**config.mk**
```make
export PLATFORM = sky130hd
export DESIGN_NAME = rr_grant_scheduler
export DESIGN_NICKNAME = d
export VERILOG_FILES = /design/src/rtl/rr_sched_pkg.sv /design/src/rtl/rr_pick_next.sv /design/src/rtl/rr_grant_scheduler.sv
export SDC_FILE = /design/constraint.sdc
export NUM_CORES = 1
export LEC_CHECK = 0
export ABC_AREA = 1
export CAP_MARGIN = 20
export CORE_UTILIZATION = 43
export DETAILED_ROUTE_END_ITERATION = 10
export PLACE_DENSITY = 0.72
export SYNTH_ARGS = -nofsm -noshare
export SYNTH_HDL_FRONTEND = slang
export SYNTH_HIERARCHICAL = 1
export SYNTH_SLANG_ARGS = --single-unit
```
**constraint.sdc**
```tcl
create_clock -name clk -period 1.5 [get_ports clk]
set_clock_uncertainty 0.15 [all_clocks]
set_input_delay 0.225 -clock clk [delete_from_list [all_inputs] [get_ports clk]]
set_output_delay 0.225 -clock clk [all_outputs]
set_load 0.005 [all_outputs]
```
**src/rtl/rr_sched_pkg.sv**
```systemverilog
// Shared types for the round-robin grant scheduler: FSM state encodings and
// the hold-counter width.
package rr_sched_pkg;

  localparam logic [1:0] ENC_IDLE    = 2'b00;
  localparam logic [1:0] ENC_GRANT   = 2'b01;
  localparam logic [1:0] ENC_RELEASE = 2'b10;

  // Wide enough for the largest legal hold limit (255).
  localparam int HOLD_W = 8;

  typedef enum logic [1:0] {
    IDLE    = ENC_IDLE,
    GRANT   = ENC_GRANT,
    RELEASE = ENC_RELEASE
  } state_t;

endpackage

```
**src/rtl/rr_pick_next.sv**
```systemverilog
// Rotating-priority search: finds the first set request bit starting one
// position after last_id, wrapping modulo NUM_REQ.
module rr_pick_next #(
  parameter int NUM_REQ = 4,
  parameter int ID_W    = $clog2(NUM_REQ)
) (
  input  logic [NUM_REQ-1:0] req,
  input  logic [ID_W-1:0]    last_id,
  output logic               valid,
  output logic [ID_W-1:0]    idx
);

  logic [ID_W-1:0] cand;

  // Walk from the farthest offset to the nearest so the nearest hit wins
  // without needing a loop break.
  always_comb begin
    // NOTE: every output of a combinational block gets a default first, so
    // no path leaves a value held and no latch is inferred.
    valid = 1'b0;
    idx   = '0;
    cand  = '0;
    for (int i = NUM_REQ; i >= 1; i--) begin
      cand = ID_W'((int'(last_id) + i) % NUM_REQ);
      if (req[cand]) begin
        valid = 1'b1;
        idx   = cand;
      end
    end
  end

endmodule

```
**src/rtl/rr_grant_scheduler.sv**
```systemverilog
// Round-robin Moore scheduler sharing one resource among NUM_REQ requesters.
// Optional hold limit enabled by defining RR_HOLD_TIMEOUT_EN.
module rr_grant_scheduler
  import rr_sched_pkg::*;
#(
  parameter  int NUM_REQ  = 4,
  parameter  int MAX_HOLD = 8,
  localparam int ID_W     = $clog2(NUM_REQ)
) (
  input  logic               clk,
  input  logic               reset,
  input  logic [NUM_REQ-1:0] req,
  output logic [NUM_REQ-1:0] gnt,
  output logic [ID_W-1:0]    gnt_id,
  output logic               busy,
  output logic               timeout
);

  if (NUM_REQ < 2 || NUM_REQ > 16 || MAX_HOLD < 1 || MAX_HOLD > 255) begin : g_bad_param
    $error("rr_grant_scheduler: NUM_REQ or MAX_HOLD out of range");
  end

  state_t          state, state_nxt;
  logic [ID_W-1:0] owner, last_id;
  logic            pick_valid;
  logic [ID_W-1:0] pick_idx;
  logic            grant_load;
  logic            timeout_nxt, timeout_q;
  logic            hold_hit;

  rr_pick_next #(.NUM_REQ(NUM_REQ), .ID_W(ID_W)) u_pick (
    .req    (req),
    .last_id(last_id),
    .valid  (pick_valid),
    .idx    (pick_idx)
  );

`ifdef RR_HOLD_TIMEOUT_EN
  logic [HOLD_W-1:0] hold_cnt;

  assign hold_hit = (hold_cnt == HOLD_W'(MAX_HOLD));

  always_ff @(posedge clk or negedge reset) begin
    if (!reset)                hold_cnt <= '0;
    else if (grant_load)       hold_cnt <= HOLD_W'(1);
    else if (state == GRANT)   hold_cnt <= hold_cnt + HOLD_W'(1);
  end
`else
  assign hold_hit = 1'b0;
`endif

  // A dropped request takes precedence over the hold limit, so a coincident
  // release never reports a timeout.
  always_comb begin
    state_nxt   = state;
    grant_load  = 1'b0;
    timeout_nxt = 1'b0;
    case (state)
      IDLE: begin
        if (pick_valid) begin
          state_nxt  = GRANT;
          grant_load = 1'b1;
        end
      end
      GRANT: begin
        if (!req[owner]) begin
          state_nxt = RELEASE;
        end else if (hold_hit) begin
          state_nxt   = RELEASE;
          timeout_nxt = 1'b1;
        end
      end
      RELEASE: state_nxt = IDLE;
      default: state_nxt = IDLE;
    endcase
  end

  always_ff @(posedge clk or negedge reset) begin
    // NOTE: state flops use non-blocking assignments so every register
    // samples pre-edge values, independent of statement order.
    if (!reset) begin
      state     <= IDLE;
      owner     <= '0;
      last_id   <= ID_W'(NUM_REQ - 1);
      timeout_q <= 1'b0;
    end else begin
      state     <= state_nxt;
      timeout_q <= timeout_nxt;
      if (grant_load) begin
        owner   <= pick_idx;
        last_id <= pick_idx;
      end
    end
  end

  // Outputs decode registered state only; req never reaches them directly.
  always_comb begin
    gnt = '0;
    if (state == GRANT) gnt[owner] = 1'b1;
  end

  assign gnt_id  = (state == GRANT || state == RELEASE) ? owner : '0;
  assign busy    = (state == GRANT);
  assign timeout = timeout_q;

endmodule

```
After elaboration in Yosys (flattened, before gate mapping)
Cells that the tools add are included.

Memories: 0. Bits in read-only memories: 0. Word-level logic and storage cells: 48. Flip-flop bits (word level): 6. Latch bits: 0. Memory bits (writable): 0.

$lt $le $gt $ge: 6. Div/mod/pow operators: 0. Bitwise gates (word level): 0. Equal/unequal tests: 4. Shifts and indexed selects: 0. Reductions and logical operators: 4. Add/subtract/negate cells: 4. Multiplexer cells: 27. $mul: 0.

Operators by type and width (count): $lt 2x3->1 const B (5); $mux 2 (7); $mux 1 (12); $bmux 1 s2 (5); $add 2x1->2 const B (2); $add 2x2->2 const B (2); $mux 4 (1); $ne 2x2->1 const B (2); $pmux 2 s2 (1); $demux 1 s2 (1); $eq 2x1->1 const B (1); $eq 2x2->1 const B (1); $ge 2x1->1 const B (1); $logic_not 2->1 (1); $reduce_and 2->1 (1); $logic_and 1x1->1 (1); $logic_or 1x1->1 (1).

Depth between registers and ports, before layout
Depth after elaboration: 9. Depth in mapped cells: 12. Gate-level depth less buffers: 11.

Cells and area by module
Netlist, hierarchy kept.

Modules (own cells, without submodules): rr_grant_scheduler (area an instance 386.6 sq um, cells an instance 54, instances 1); rr_pick_next (area an instance 246.5 sq um, cells an instance 51, instances 1).

Least setup slack after synthesis
Ideal clock, no wire load.

Path type: reg2reg. Start point: reg last_id[0]. End point: reg owner[1]. Clock period less this slack: 1.568 ns. Path slack: -0.068 ns. Required time: 1.223 ns. Cell stages (with the launch flop): 10. Arrival time: 1.291 ns. Cell sequence: dfstp_2 > buf_6 > nand2_1 > and2_4 > nor2_2 > nand2_1 > nand2_1 > inv_1 > nand2_1 > o21ai_0.

Cells in the longest elaborated chain, start to end: 9. Elaborated cells between the ends (all ways): 22. Classes of those cells: add/sub (4); mux (18).

RTL lines: from (decl) (line rr_grant_scheduler.sv:24) `logic [ID_W-1:0] owner, last_id;`; from (signal assigned) (line rr_grant_scheduler.sv:84) `last_id <= ID_W'(NUM_REQ - 1);`; from (signal assigned) (line rr_grant_scheduler.sv:91) `last_id <= pick_idx;`; $add 2x1->2 (line rr_pick_next.sv:24) `cand = ID_W'((int'(last_id) + i) % NUM_REQ);`; $bmux 1 s2 (line rr_pick_next.sv:25) `if (req[cand]) begin`; $mux 1 (not written as such) (line rr_pick_next.sv:25); $mux 1 (3 in a row) (line rr_pick_next.sv:25); $mux 1 (*) (line rr_pick_next.sv:25); named net pick_valid (line rr_grant_scheduler.sv:25) `logic pick_valid;`; $mux 1 (*) (line rr_grant_scheduler.sv:60) `if (pick_valid) begin`; $mux 1 (*) (line rr_grant_scheduler.sv:58) `case (state)`; to (signal assigned) (line rr_grant_scheduler.sv:90) `owner <= pick_idx;`; to (decl) (line rr_grant_scheduler.sv:24).

Mark *: on every way through the listed nets, which the timed path passes. The rest lies on a longest branch. The select of a mux whose other input is x is not followed. A chain may end at the register's enable or synchronous reset.

Worst setup path in the final report
Start point: reg state[1]. End point: out gnt[3].

Cells in the longest elaborated chain, start to end: 2.

RTL lines: from (decl) (line rr_grant_scheduler.sv:23) `state_t state, state_nxt;`; from (signal assigned) (line rr_grant_scheduler.sv:87) `state <= state_nxt;`; $eq 2x1->1 (line rr_grant_scheduler.sv:99) `if (state == GRANT) gnt[owner] = 1'b1;`; $mux 4 (line rr_grant_scheduler.sv:99); to (decl) (line rr_grant_scheduler.sv:13) `output logic [NUM_REQ-1:0] gnt,`.

No other way between the ends.

==> results.md <==
* Status: finished with violations
* Failing checks: negative setup slack
* WL final at 2439 microns
* YS warnings at 6
* Static Leak at 0.6543 nW
* Avg Inst Size Synth at between 6 and 7 sq um
* Worst-path clk slew at 0.06 ns
* CP max FO at 4
* Sw Ratio at 48.96%
* Nets at 157
* Max-cap violation count at 0
* IR drop worst, VDD at 1.446 mV
* Cells after Synth at 105
* Largest net degree at the start of global routing at 7
* Adder-cell area share of the yosys netlist at between 7 and 8%
* Clock Path Buffers at 2
* Critical Path Sink Type: output pin
* Detailed Routing Iterations Pass 1 at 4
* Initial antenna violation count at 0
* Layout cells sized above 1 at between 60% and 70%
* Post-synthesis mux area share at 0%
* Synth Area in Compound Gates at 4.941%
* Routed via count at 819
* Post-synth net total at 115
* Pwr per Cell Area at 2372 nW/um^2
* Die X at 40.37 microns
* Post-DP HPWL at 1291 microns
* Clock sink count at 6
* Post-synthesis simple-gate area fraction at 48.02%
* Post-synthesis xor/xnor area fraction at 0%
* Final ANT Viol Nets at 0
* Synthesis-stage register bit count at 6
* N_diodes at 0
* Setup WS post-layout at -0.1671 ns
* Vias in the first global route at 687
* Starting Density at 47.47%
* CTS tree: done
* Avg WL per Cell at 15.15 microns
* Power Total at 2.796 mW
* Worst EP arrival at 1.29 ns
* DRC at 0
* FMAX at 599.9 MHz
* DIE AREA at 1630 sq um
* Fin crit period at between 1.5 and 2 ns
* Final number of setup-violating endpoints at 13
* Comb power frac at 80.3%
* Crit start category: flop
* DR iter-0 viols at 16
* Final TNS setup at -1.754 ns
* Dpl ws at -0.3717 ns
* Sequential Power Share at 13.4%
* Clk pwr share at 6.2%
* P_sw at 1.369 mW
* Final period utilization at 111.1%
* Post-synthesis to final-layout area growth at 86.17%
* Sequential share of the synthesized area at 24.11%
* Rows at 13
* Vias per Instance at slightly above 5
* Pint at 1.427 mW
* Clk Latency, worst-skew pair at between 0.2 and 0.3 ns
* CP Class: flop to output pin
* I/O Pins at 14
* Max-slew violation count at 0
* Cts hold-fix bufs at 0
* H-tree levels at 1
* Total CTS buffers at 3
* Largest family of logic cells by synthesized area: simple AND/OR/NAND/NOR gates
* Core Region at 1334 sq um
* First-pass GRT wire length at 2739 microns
* Unrepaired setup endpoints after global routing: true
* Final Hold Viols at 0
* CP required at 1.12 ns
* IO buf count at 12
* Die Ht at 40.37 microns
* Gpl congestion at 0.7812
* Post-synth cell types at 20
* HP Class: primary input to asynchronous set/reset pin
* CTS root buf: clkbuf_4
* Synth Cell Area at 633.1 sq um
* Global Route Usage Sum at 26.29%
* Grt total ovfl at 0
placed cells by master (no fill, tap or decap):
cell type        instances
nand3_2                  4
nand2_4                  8
nand2_1                 26
dfrtp_1                  4
buf_4                   22
clkbuf_1                 1
buf_2                    5
nor2_1                   1
dfstp_2                  2
nand2_2                 21
o21ai_1                  1
clkbuf_4                 3
inv_2                    6
inv_4                    3
nand3_1                  2
o21ai_2                  1
buf_6                    6
conb_1                   1
ha_4                     2
o21ai_4                  2
nor3_2                   4
nor2_2                   1
nor2_4                   1
and2_4                   1
ha_1                     2
clkdlybuf4s50_1          5
buf_8                    1
a21boi_2                 1
inv_8                    1
inv_1                    8
layer usage:
| layer | track usage [%] | routed length, microns | up-vias |
|---|---|---|---|
| met5 | 0 | 0 | - |
| met4 | 10.00 | 74 | 0 |
| met3 | 3.333 | 108 | 14 |
| met2 | 52.78 | 1361 | 25 |
| met1 | 26.42 | 895 | 386 |
| li1 | - | - | 394 |
repair_timing:
action	4_1_cts	5_1_grt
setup buffers	8	5
gates resized for setup	58	32
endpoints found under the setup margin	13	13
pin swaps	16	16
gates cloned	0	0
hold endpoints to repair	0	0
critical path, cell delays in order, from the launching register on:
cell and delay, ns:
dfrtp_1 0.39, inv_2 0.11, ha_4 0.17, inv_4 0.05, nor3_2 0.16, buf_2 0.15
cell families (layout without fill, tap and decap cells):
group | Yosys count | count (layout)
DFF | 6 | 6
buffers and inverters | 20 | 61
AOI/OAI and AO/OA | 5 | 5
adders and majority gates | 4 | 4
and+or+nand+nor | 69 | 69
other | 1 | 1
worst paths after layout:
| path | start | end | slack [ns] | depth (start not counted) |
|---|---|---|---|---|
| max reg2reg | last_id[0]$_DFFE_PN1P_ | owner[0]$_DFFE_PN0P_ | -0.17 | 9 |
| max in group asynchronous | reset | last_id[1]$_DFFE_PN1P_ | 0.84 | 1 |
| min in group clk | last_id[1]$_DFFE_PN1P_ | last_id[1]$_DFFE_PN1P_ | 0.40 | 2 |
| min | reset | state[1]$_DFFE_PN0P_ | 0.06 | 1 |
| max | state[1]$_DFFE_PN0P_ | gnt[3] | -0.17 | 5 |
| min reg2reg | last_id[1]$_DFFE_PN1P_ | last_id[1]$_DFFE_PN1P_ | 0.40 | 2 |
flip-flops by register name (all words and copies together), names as in the netlist:
signal,cells
last_id,2
owner,2
state,2
power groups by stage:
stage | combinational [mW] | clock, mW | sequential (mW)
global route | 2.37 | 0.188 | 0.385
CTS | 1.73 | 0.166 | 0.360
global placement | 1.28 | 0 | 0.398
floorplan | 0.868 | 0 | 0.338
finish | 2.25 | 0.174 | 0.376
detailed placement | 1.33 | 0 | 0.401
synthesized netlist by cell type:
| cell | n | area share [%] |
|---|---|---|
| a21boi_1 | 1 | 1.2 |
| and2_4 | 1 | 1.4 |
| buf_4 | 1 | 1.2 |
| buf_6 | 1 | 1.8 |
| conb_1 | 1 | 0.59 |
| dfrtp_1 | 4 | 16 |
| dfstp_2 | 2 | 8.3 |
| ha_1 | 4 | 7.9 |
| inv_1 | 14 | 8.3 |
| inv_2 | 3 | 1.8 |
| inv_6 | 1 | 1.4 |
| nand2_1 | 45 | 27 |
| nand2_2 | 10 | 9.9 |
| nand3_1 | 6 | 4.7 |
| nor2_1 | 2 | 1.2 |
| nor2_2 | 1 | 0.99 |
| nor3_1 | 4 | 3.2 |
| o21ai_0 | 2 | 1.6 |
| o21ai_1 | 1 | 0.79 |
| o21ai_2 | 1 | 1.4 |
stage by stage:
stage / utilization (%) / hold WS [ns] / instances / cell area (sq um)
final: 88.37 / 0.05958 / 161 / 1179
after global routing: 88.37 / 0.07259 / 161 / 1179
after CTS: 76.92 / 0.07003 / 156 / 1026
after detailed placement: 64.92 / 0.3175 / 144 / 865.8
after global placement: 64.92 / 0.3066 / 144 / 865.8
after floorplan: - / -0.2206 / 105 / 640.6
final cells by class:
cell class,instances,area (sq um)
Multi-Input combinational cell,79,575.6
Timing Repair Buffer,39,322.8
Fill cell,77,155.1
Sequential cell,6,152.6
Inverter,18,82.58
Clock buffer,4,26.28
Tap cell,15,18.77
(Power assumes the default switching activity.)
